**config.mk**
```make
export PLATFORM = sky130hd
export DESIGN_NAME = seq_divider
export DESIGN_NICKNAME = d
export VERILOG_FILES = /design/src/rtl/seq_divider.sv
export SDC_FILE = /design/constraint.sdc
export NUM_CORES = 1
export LEC_CHECK = 0
export CAP_MARGIN = 20
export CORE_AREA = 2 2 66 68
export DETAILED_ROUTE_END_ITERATION = 16
export DIE_AREA = 0 0 68 70
export PLACE_DENSITY_LB_ADDON = 0.2
export SETUP_SLACK_MARGIN = 0.2
export SLEW_MARGIN = 10
export SYNTH_ARGS = -nofsm -noshare
export SYNTH_HDL_FRONTEND = slang
export SYNTH_SLANG_ARGS = --single-unit
```
**constraint.sdc**
```tcl
create_clock -name clk -period 5 [get_ports clk]
set_clock_uncertainty 0.2 [all_clocks]
set_input_delay 1.25 -clock clk [delete_from_list [all_inputs] [get_ports clk]]
set_output_delay 1.25 -clock clk [all_outputs]
set_load 0.1 [all_outputs]
```
**src/rtl/seq_divider.sv**
```systemverilog
// Sequential restoring divider: DW-bit dividend / VW-bit divisor, one quotient
// bit per clock, with a start/busy/done handshake and a divide-by-zero path.
module seq_divider #(
  parameter int DW = 6,
  parameter int VW = 3
) (
  input  logic          clk,
  input  logic          rst_n,
  input  logic          start,
  input  logic [DW-1:0] dividend,
  input  logic [VW-1:0] divisor,
  output logic          busy,
  output logic          done,
  output logic [DW-1:0] quot,
  output logic [VW-1:0] rem,
  output logic          div_zero
);

  localparam int CW = (DW > 1) ? $clog2(DW) : 1;

  typedef enum logic [1:0] {IDLE, CALC, ZERO} state_t;

  state_t        state;
  logic [DW-1:0] shreg, shreg_nx;
  logic [VW:0]   prem, prem_sh, prem_nx;
  logic [VW-1:0] dvs;
  logic [CW-1:0] cnt;
  logic          ge;

  // One restoring step: the partial remainder stays below the divisor, so
  // dropping its top bit before the shift loses nothing.
  always_comb begin
    prem_sh  = {prem[VW-1:0], shreg[DW-1]};
    ge       = (prem_sh >= {1'b0, dvs});
    prem_nx  = ge ? (prem_sh - {1'b0, dvs}) : prem_sh;
    shreg_nx = {shreg[DW-2:0], ge};
  end

  always_ff @(posedge clk or negedge rst_n) begin
    if (!rst_n) begin
      state    <= IDLE;
      shreg    <= '0;
      prem     <= '0;
      dvs      <= '0;
      cnt      <= '0;
      busy     <= 1'b0;
      done     <= 1'b0;
      quot     <= '0;
      rem      <= '0;
      div_zero <= 1'b0;
    end else begin
      done <= 1'b0;
      case (state)
        IDLE: begin
          if (start) begin
            busy <= 1'b1;
            if (divisor == '0) begin
              state <= ZERO;
            end else begin
              shreg <= dividend;
              dvs   <= divisor;
              prem  <= '0;
              cnt   <= CW'(DW - 1);
              state <= CALC;
            end
          end
        end
        CALC: begin
          shreg <= shreg_nx;
          prem  <= prem_nx;
          if (cnt == '0) begin
            quot     <= shreg_nx;
            rem      <= prem_nx[VW-1:0];
            div_zero <= 1'b0;
            done     <= 1'b1;
            busy     <= 1'b0;
            state    <= IDLE;
          end else begin
            cnt <= cnt - 1'b1;
          end
        end
        ZERO: begin
          quot     <= '1;
          rem      <= '0;
          div_zero <= 1'b1;
          done     <= 1'b1;
          busy     <= 1'b0;
          state    <= IDLE;
        end
        default: state <= IDLE;
      endcase
    end
  end

endmodule

```
==> results.md, run 1 <==
* Outcome: finished, final reports clean
* Die X at 68 um
* R2r endpoint: cnt[1]
* Maximum clock rate at 0.3075 GHz
* Number of enable-type register cells in the synthesized netlist at 0
* Number of setup buffers added after CTS at 0
* Final setup slack of the worst path at 1748 ps
* Count of cells resized by post-cts repair at 0
* Fraction of final layout cells sized beyond drive strength 1 at 17.51%
* Standard cell area after detailed placement at between 1500 and 2000 um^2
* Final core occ at between 50 and 60%
* Standard-cell row count at 24
* Critical register-to-register path startpoint: state[1]
* Flip-flop and latch count after synthesis at 29
* Die height at 70 um
* Slowest cell on the critical path: clkdlybuf4s50_1
* Worst setup path class: register to primary output
* Count of pins over their slew limit at 0
* CTS tree: done
* H-tree lvl count at 2
* Gpl congestion at approximately 0.84
* Worst Setup End Kind: primary output
* Sum of negative setup slack at 0 ps
* Kind of cell adding the most delay to the critical path: buffers and inverters
* Tightest Pin Transition at 981.0 ps
* Worst-skew pair later-pin latency at 280 ps
* Via total after detailed routing at roughly 1300
* Cell type with the highest aggregate area in the netlist: dfrtp_1
* Min-Delay Path Class: register to register
* Total power of the final layout at 1.511 mW
* Slowest cell delay on critical path at 1150 ps
* Global-route congestion overflow total at 0
* Depth of the most critical reg-to-reg path at 5
* Worst reg-to-reg setup slack at 2610 ps
* Area grow syn2layout at 19.41%
* Worst path buffer plus inverter count at 1
* IO Pins at 24
* Average vias per placed instance at 5.524
* Most used flip-flop cell after synthesis: dfrtp_1
* CP startpoint kind: register
* Final Cycle Share at 65.04%
* Number of antenna violations at the first check in global routing at 0
* RSZ-0062 raised after global routing: no
* Part of the Yosys area used for sequential elements at 41.70%
* Design area at 2078 um^2
* Antenna diodes at 0
* Net count of the finished layout at 199
* Average instance area after synthesis at 11.45 um^2
* Share of synthesized registers carrying an async set or reset at between 90% and 100%
* Instance count of the mapped netlist at 152
* Num CTS Buffers at 5
* Post-synthesis instance area at 1740 um^2
* DIE AREA at 4760 um^2
* Hold_buf cts at 0
* Number of nets with antenna violations after detailed routing at 0
* Maximum number of pins on one net before global-route repair at 24
* Highest ir drop seen on vdd at 0.0003114 V
* Starting density of the core at 42.00%
* Port Buf Inserts at 23
* Endpoint arrival time on the critical path at about 1800 ps
* Mapped Nets at 174
* Worst slew slack as a fraction of its limit at around 34%
* First-pass GRT wire length at 6.272 mm
* All-Layer GR Usage at 17.44%
* Min Tclk post-route at 3252 ps
* Top cells by area, synth: dfrtp_1, ha_1, o22a_1, mux2i_1, nand3_1
* Cell chosen for the clock root: clkbuf_8
* Yosys cell types at 50
* Clock sinks at 29
* Hold path start: quot[0]
* Filler cells at 380
* Max-capacitance violation count at 0
* Ys Warns at 0
* Iteration-0 DRC Markers at 69
* Total half-perimeter wirelength after legalization and detailed placement at 2.637 mm
* Maximum clock insertion buffer count at 2
* Final count of negative-setup-slack endpoints at 0
* Clock Pin Slew Worst Setup and Hold Paths at 60 ps
* Worst hold path stage count at 1
* First-pass detailed-route iteration total at 4
* Via count of the first global-routing pass at approximately 1400
* Leakage component of the power at 0.9064 nW
* Number of design rule violations left after detail routing at 0
* Required time at the worst-slack endpoint at around 3600 ps
* Destination of the worst hold path: quot[0]
* Ordered cell list for the critical path: clkdlybuf4s50_1
* Routed WL per cell at 15.88 um
* Max FO, Critical Path at 3
* Final wirelength at 3.636 mm
* Setup slack after placement at 1769 ps
* Floorplan core area at slightly above 4000 um^2
* Top cell type's share of synthesized area at a little over two fifths
* Power per cell area at 727.1 nW/um^2
* Endpoints failing hold at 0
-- area by class of cell --
type                            instances  area [um^2]  share of cell area (%)
Clock buffer                            7        86.33                   4.154
Inverter                               14        52.55                   2.529
Multi-Input combinational cell        102        895.9                   43.11
Sequential cell                        29        725.7                   34.92
Tap cell                               52        65.06                   3.131
Timing Repair Buffer                   25        252.7                   12.16
-- cell families after synthesis --
| logic type | share of synthesized area [%] |
|---|---|
| compound gates | 25.95 |
| fa+ha+maj | 7.621 |
| buf+inv | 6.829 |
| flops | 41.70 |
| simple gates | 13.30 |
| xor+xnor | 0.5033 |
| mux | 4.098 |
-- worst max path at each step --
| stage | startpoint | cells after the start | endpoint | slack, ps |
|---|---|---|---|---|
| floorplan | quot[4] | 0 | quot[4] | 2640 |
| global placement | divisor[1] | 4 | cnt[1] | 1820 |
| detailed placement | divisor[1] | 4 | cnt[1] | 1770 |
| CTS | quot[1] | 1 | quot[1] | 1740 |
| global route | quot[1] | 1 | quot[1] | 1700 |
| finish | quot[1] | 1 | quot[1] | 1750 |
-- state kept, by name, summed over array words and instances, names as in the netlist --
register  cells
shreg         6
rem           3
prem          3
busy          1
cnt           3
state         2
div_zero      1
dvs           3
quot          6
done          1
-- cells in the mapped netlist (2+ instances only) --
cell,number
dfrtp_1,29
inv_1,14
nand3_1,12
o22a_1,10
ha_1,9
mux2i_1,6
o21ai_2,6
nand2_1,5
a21oi_1,4
nor2_1,4
a31oi_1,3
nand2b_1,3
nor3_1,3
o21ai_0,3
o41ai_2,3
and4_1,2
buf_4,2
buf_6,2
-- stage by stage --
stage / hold WS, ps / std cells
2_1_floorplan: 269.9 / 152
3_3_place_gp: 285.2 / 221
3_5_place_dp: 300.2 / 221
4_1_cts: 321.0 / 228
5_1_grt: 342.7 / 229
6_report: 310.0 / 229
-- per-layer routing --
| metal | routed length [um] | vias up | track usage (%) | part of all wire, % |
|---|---|---|---|---|
| met5 | 0 | - | 0 | 0 |
| met4 | 56 | 0 | 4.889 | 1.5 |
| met3 | 156 | 6 | 6.119 | 4.3 |
| met2 | 1750 | 27 | 27.18 | 48 |
| met1 | 1672 | 622 | 22.65 | 46 |
| li1 | - | 610 | - | - |
-- layout by cell type, fill, tap and decap left out, drive strengths merged, types with 2 or more instances in the layout --
| cell type | count |
|---|---|
| o41ai | 3 |
| clkdlybuf4s50 | 23 |
| inv | 14 |
| a21oi | 4 |
| nand3 | 13 |
| o32ai | 2 |
| nand2 | 6 |
| o31ai | 2 |
| o22a | 10 |
| dfrtp | 29 |
| nor3 | 3 |
| clkbuf | 7 |
| o21ai | 9 |
| mux2i | 6 |
| nand2b | 4 |
| ha | 9 |
| buf | 2 |
| a21o | 2 |
| nor2 | 4 |
| a31oi | 3 |
| and4 | 2 |
-- report_power, final --
part           leakage, nW  switching, mW  internal (mW)
logic                0.517          0.605          0.319
clock network       0.0443         0.0862          0.109
registers            0.346         0.0641          0.328
total                0.906          0.755          0.756
Power figures use the tool's default switching activity.
==> run 2, diff against run 1 <==
Clock period 5 ns to 3.3 ns, I/O delays scaled along.
==> results.md, run 2 (synthesis results as in run 1) <==
* Number of nets with antenna violations after detailed routing at 0
* Required time at the worst-slack endpoint at 3260 ps
* Global-route congestion overflow total at 0
* DIE AREA at 4760 um^2
* Min Tclk post-route at 2302 ps
* Final wirelength at 3.692 mm
* Total power of the final layout at 2.332 mW
* Area of all sequential standard cells at 725.7 um^2
* Grt met1 use at 23.80%
* Most common cell after layout, fill and taps aside: dfrtp_1
* Hold_buf cts at 0
* Clock Pin Slew Worst Setup and Hold Paths at 70 ps
* RSZ-0062 raised after global routing: no
* Area grow syn2layout at 18.55%
* Highest ir drop seen on vdd at 0.0004934 V
* Worst reg-to-reg setup slack at between 1000 and 1500 ps
* Via count of the first global-routing pass at between 1000 and 1500
* GRT met3 Usage at under 10%
* Power per cell area at between 1000 and 1500 nW/um^2
* R2r endpoint: rem[0]
* Sum of negative setup slack at 0 ps
* Final Cycle Share at 69.77%
* Number of design rule violations left after detail routing at 0
* Fraction of final layout cells sized beyond drive strength 1 at between 20 and 30%
* Worst-case hold slack at 300.0 ps
* Worst slew slack as a fraction of its limit at 63.11%
* Cell chosen for the clock root: clkbuf_8
* Endpoints failing hold at 0
* Starting density of the core at 42.00%
* Standard-cell row count at 24
* Max-capacitance violation count at 0
* Via total after detailed routing at between 1000 and 1500
* Biggest registers after layout: quot: 6 flops, shreg: 6 flops
* All-Layer GR Usage at 17.96%
* Port Buf Inserts at 23
* Final count of negative-setup-slack endpoints at 0
* First-pass detailed-route iteration total at 4
* Count of cells resized by post-cts repair at 0
* Filler cells at a little under 400
* Total half-perimeter wirelength after legalization and detailed placement at 2.662 mm
* Final instance count without filler cells at 231
* Area occupied by multi-input gates at approximately 900 um^2
* Die height at 70 um
* Floorplan core area at slightly above 4000 um^2
* Leakage component of the power at 0.9285 nW
* Ordered cell list for the critical path: clkdlybuf4s50_1 > o311ai_4 > and2_4 > o32ai_4
* Critical register-to-register path startpoint: shreg[5]
* Number of placed instances, taps included at around 220
* Max FO, Critical Path at 8
* Number of setup buffers added after CTS at 0
* Gpl congestion at between 0.8 and 0.9
* Count of pins over their slew limit at 0
* Worst setup path class: primary input to register
* Worst Setup End Kind: register
* Maximum clock insertion buffer count at 2
* Die X at 68 um
* Antenna diodes at 0
* IO Pins at 24
* Maximum clock rate at about 0.43 GHz
* CP startpoint kind: primary input
* Hold path start: quot[0]
* H-tree lvl count at 2
* Final setup slack of the worst path at 997.6 ps
* Maximum number of pins on one net before global-route repair at 30
* CTS tree: done
* Number of antenna violations at the first check in global routing at 0
* M2 GR Usage at between 20% and 30%
* First-pass GRT wire length at about 6.4 mm
* Num CTS Buffers at 5
* Iteration-0 DRC Markers at ~70
* Depth of the most critical reg-to-reg path at 6
* Commonest non-fill, non-tap cells in the layout: dfrtp_1, buf_4, inv_1, nand3_1, clkdlybuf4s50_1
* Tightest Pin Transition at 553.4 ps
* Min-Delay Path Class: register to register
* Routed WL per cell at 15.98 um
* Slowest cell on the critical path: clkdlybuf4s50_1
* Destination of the worst hold path: quot[0]
* Endpoint arrival time on the critical path at 2260 ps
* Worst hold path stage count at 1
* Slowest cell delay on critical path at approximately 520 ps
* Outcome: finished, final reports clean
* Average vias per placed instance at 5.498
* Setup slack after placement at 674.4 ps
* Net count of the finished layout at 200
* Most used routing layer: met2
* Worst-skew pair later-pin latency at 290 ps
* Clock sinks at 29
==> run 2: cell count changes in the layout (fill, tap and decap cells not counted), sizes merged <==
cell	before	now
buf	2	15
clkdlybuf4s50	23	11
clkinv	0	1
==> run 2: how the worst max path moves through the flow <==
stage / startpoint / to / slack [ps]
floorplan: shreg[5] / rem[1] / 1330
global placement: divisor[1] / cnt[1] / 750
detailed placement: divisor[1] / cnt[1] / 670
CTS: divisor[1] / cnt[1] / 1000
global route: divisor[1] / cnt[1] / 930
finish: divisor[1] / cnt[1] / 1000
==> run 2: critical path: cells and delay by family <==
kind,cells,cell delay [ps]
compound gates,2,590
buf+inv,1,520
simple gates,1,330
==> run 2: report_power, final <==
part           switching (mW)  internal [mW]  total, mW
combinational           0.925          0.476       1.40
sequential              0.101          0.496      0.598
clock                   0.144          0.188      0.333
==> run 2: per-layer routing <==
metal  up-vias  wire length, um
met1       625             1684
li1        612                -
met5         -                0
met4         0               79
met3         7              157
met2        26             1771
==> run 2: final cells by class <==
class | count | share of cell area [%]
clock buffer | 7 | 4.669
inverter | 14 | 2.547
multi-input combinational | 102 | 43.42
timing repair buffer | 26 | 10.79
clock inverter | 1 | 0.2426
tap | 52 | 3.153
sequential | 29 | 35.17
==> run 2: per-stage QoR <==
stage	util, %	cell area (um^2)
global route	49.79	2063
floorplan	-	1740
detailed placement	47.34	1962
CTS	49.79	2063
global placement	47.34	1962
finish	49.79	2063
==> run 3, diff against run 2 <==
Clock period 3.3 ns to 2.3 ns, I/O delays scaled along.
==> results.md, run 3 (synthesis results as in run 1) <==
* Outcome: finished, final reports clean
* Worst-skew pair later-pin latency at 280 ps
* Power per cell area at approximately 1600 nW/um^2
* Filler cells at approximately 370
* Final instance count without filler cells at 236
* All-Layer GR Usage at between 10% and 20%
* Final setup slack of the worst path at 304.7 ps
* Number of setup buffers added after CTS at 0
* Hold_buf cts at 0
* Worst setup path class: register to register
* Slowest cell on the critical path: fa_2
* Starting density of the core at 42.00%
* Ordered cell list for the critical path: inv_1 > ha_1 > fa_2 > nand2b_4 > and4_1 > o41ai_2
* Commonest non-fill, non-tap cells in the layout: dfrtp_1, inv_1, buf_4, nand3_1, clkdlybuf4s50_1
* Number of antenna violations at the first check in global routing at 0
* Kind of cell adding the most delay to the critical path: adder cells
* Via total after detailed routing at approximately 1300
* Standard-cell row count at 24
* Worst slew slack as a fraction of its limit at 70.88%
* Num CTS Buffers at 5
* Final core occ at a little over half
* Slowest cell delay on critical path at 360 ps
* Via count of the first global-routing pass at ~1400
* Count of pins over their slew limit at 0
* Worst path buffer plus inverter count at 1
* RSZ-0062 raised after global routing: no
* Maximum clock insertion buffer count at 2
* Final count of negative-setup-slack endpoints at 0
* Number of nets with antenna violations after detailed routing at 0
* Maximum clock rate at approximately 0.50 GHz
* Maximum number of pins on one net before global-route repair at 30
* Sum of negative setup slack at 0 ps
* IO Pins at 24
* Leakage component of the power at 0.9882 nW
* Endpoint arrival time on the critical path at 1980 ps
* CP startpoint kind: register
* Floorplan core area at 4144 um^2
* Highest ir drop seen on vdd at 0.0008058 V
* H-tree lvl count at 2
* Most common cell after layout, fill and taps aside: dfrtp_1
* Setup slack after placement at ~35 ps
* Max-capacitance violation count at 0
* Fraction of final layout cells sized beyond drive strength 1 at 29.35%
* Design area at 2187 um^2
* CTS tree: done
* Final wirelength at 3.866 mm
* Standard cell area after detailed placement at 2087 um^2
* Gpl congestion at 0.8312
* Total half-perimeter wirelength after legalization and detailed placement at around 2.8 mm
* First-pass GRT wire length at 6.444 mm
* Max FO, Critical Path at 8
* Min-Delay Path Class: register to register
* Worst Setup End Kind: register
* Endpoints failing hold at 0
* Port Buf Inserts at 23
* Area grow syn2layout at 25.67%
* Number of design rule violations left after detail routing at 0
* Worst-case hold slack at 306.9 ps
* Min Tclk post-route at 1995 ps
* Required time at the worst-slack endpoint at 2290 ps
* Global-route congestion overflow total at 0
* Cell chosen for the clock root: clkbuf_8
* Clock Pin Slew Worst Setup and Hold Paths at 70 ps
* Clock sinks at 29
* Average vias per placed instance at 5.470
* Net count of the finished layout at 205
* Number of placed instances, taps included at 228
* Die X at 68 um
* Routed WL per cell at roughly 16 um
* First-pass detailed-route iteration total at 4
* DIE AREA at 4760 um^2
* Total power of the final layout at 3.479 mW
* Biggest registers after layout: quot: 6 flops, shreg: 6 flops
* Die height at 70 um
* Antenna diodes at 0
* Final Cycle Share at 86.75%
* Tightest Pin Transition at around 440 ps
* Iteration-0 DRC Markers at 79
[run 3: layout make-up]
type                       count  area (um^2)  share of cell area [%]
inverter                      14        52.55                   2.403
clock inverter                 2        10.01                  0.4577
multi-input combinational    102        913.4                   41.76
tap                           52        65.06                   2.975
clock buffer                   6        72.57                   3.318
sequential                    29        725.7                   33.18
timing repair buffer          31        347.8                   15.90
[run 3: worst paths after layout]
check                              start       to  slack (ps)  cells after the start
worst min-delay path             quot[0]  quot[0]         310                      1
max in group asynchronous          rst_n   cnt[0]        1140                      2
worst max register to register  shreg[5]   rem[1]         300                      6
worst min register to register   quot[0]  quot[0]         310                      1
worst max-delay path            shreg[5]   rem[1]         300                      6
min in group asynchronous          rst_n  prem[2]         470                      2
[run 3: where the power goes]
part,internal [mW],switching [mW],total (mW)
combinational,0.831,1.36,2.19
sequential,0.712,0.164,0.876
clock,0.209,0.200,0.409
[run 3: what timing repair did]
item                                    in CTS  in global routing
gates resized for setup                      2                  3
pin swaps                                    0                  0
endpoints found under the setup margin       5                 16
[run 3: routing by layer]
metal	vias up	routed length [um]	global-route usage [%]
met5	-	0	0
met3	6	222	5.797
met2	29	1874	27.83
met1	631	1705	23.40
met4	0	64	7.333
li1	625	-	-
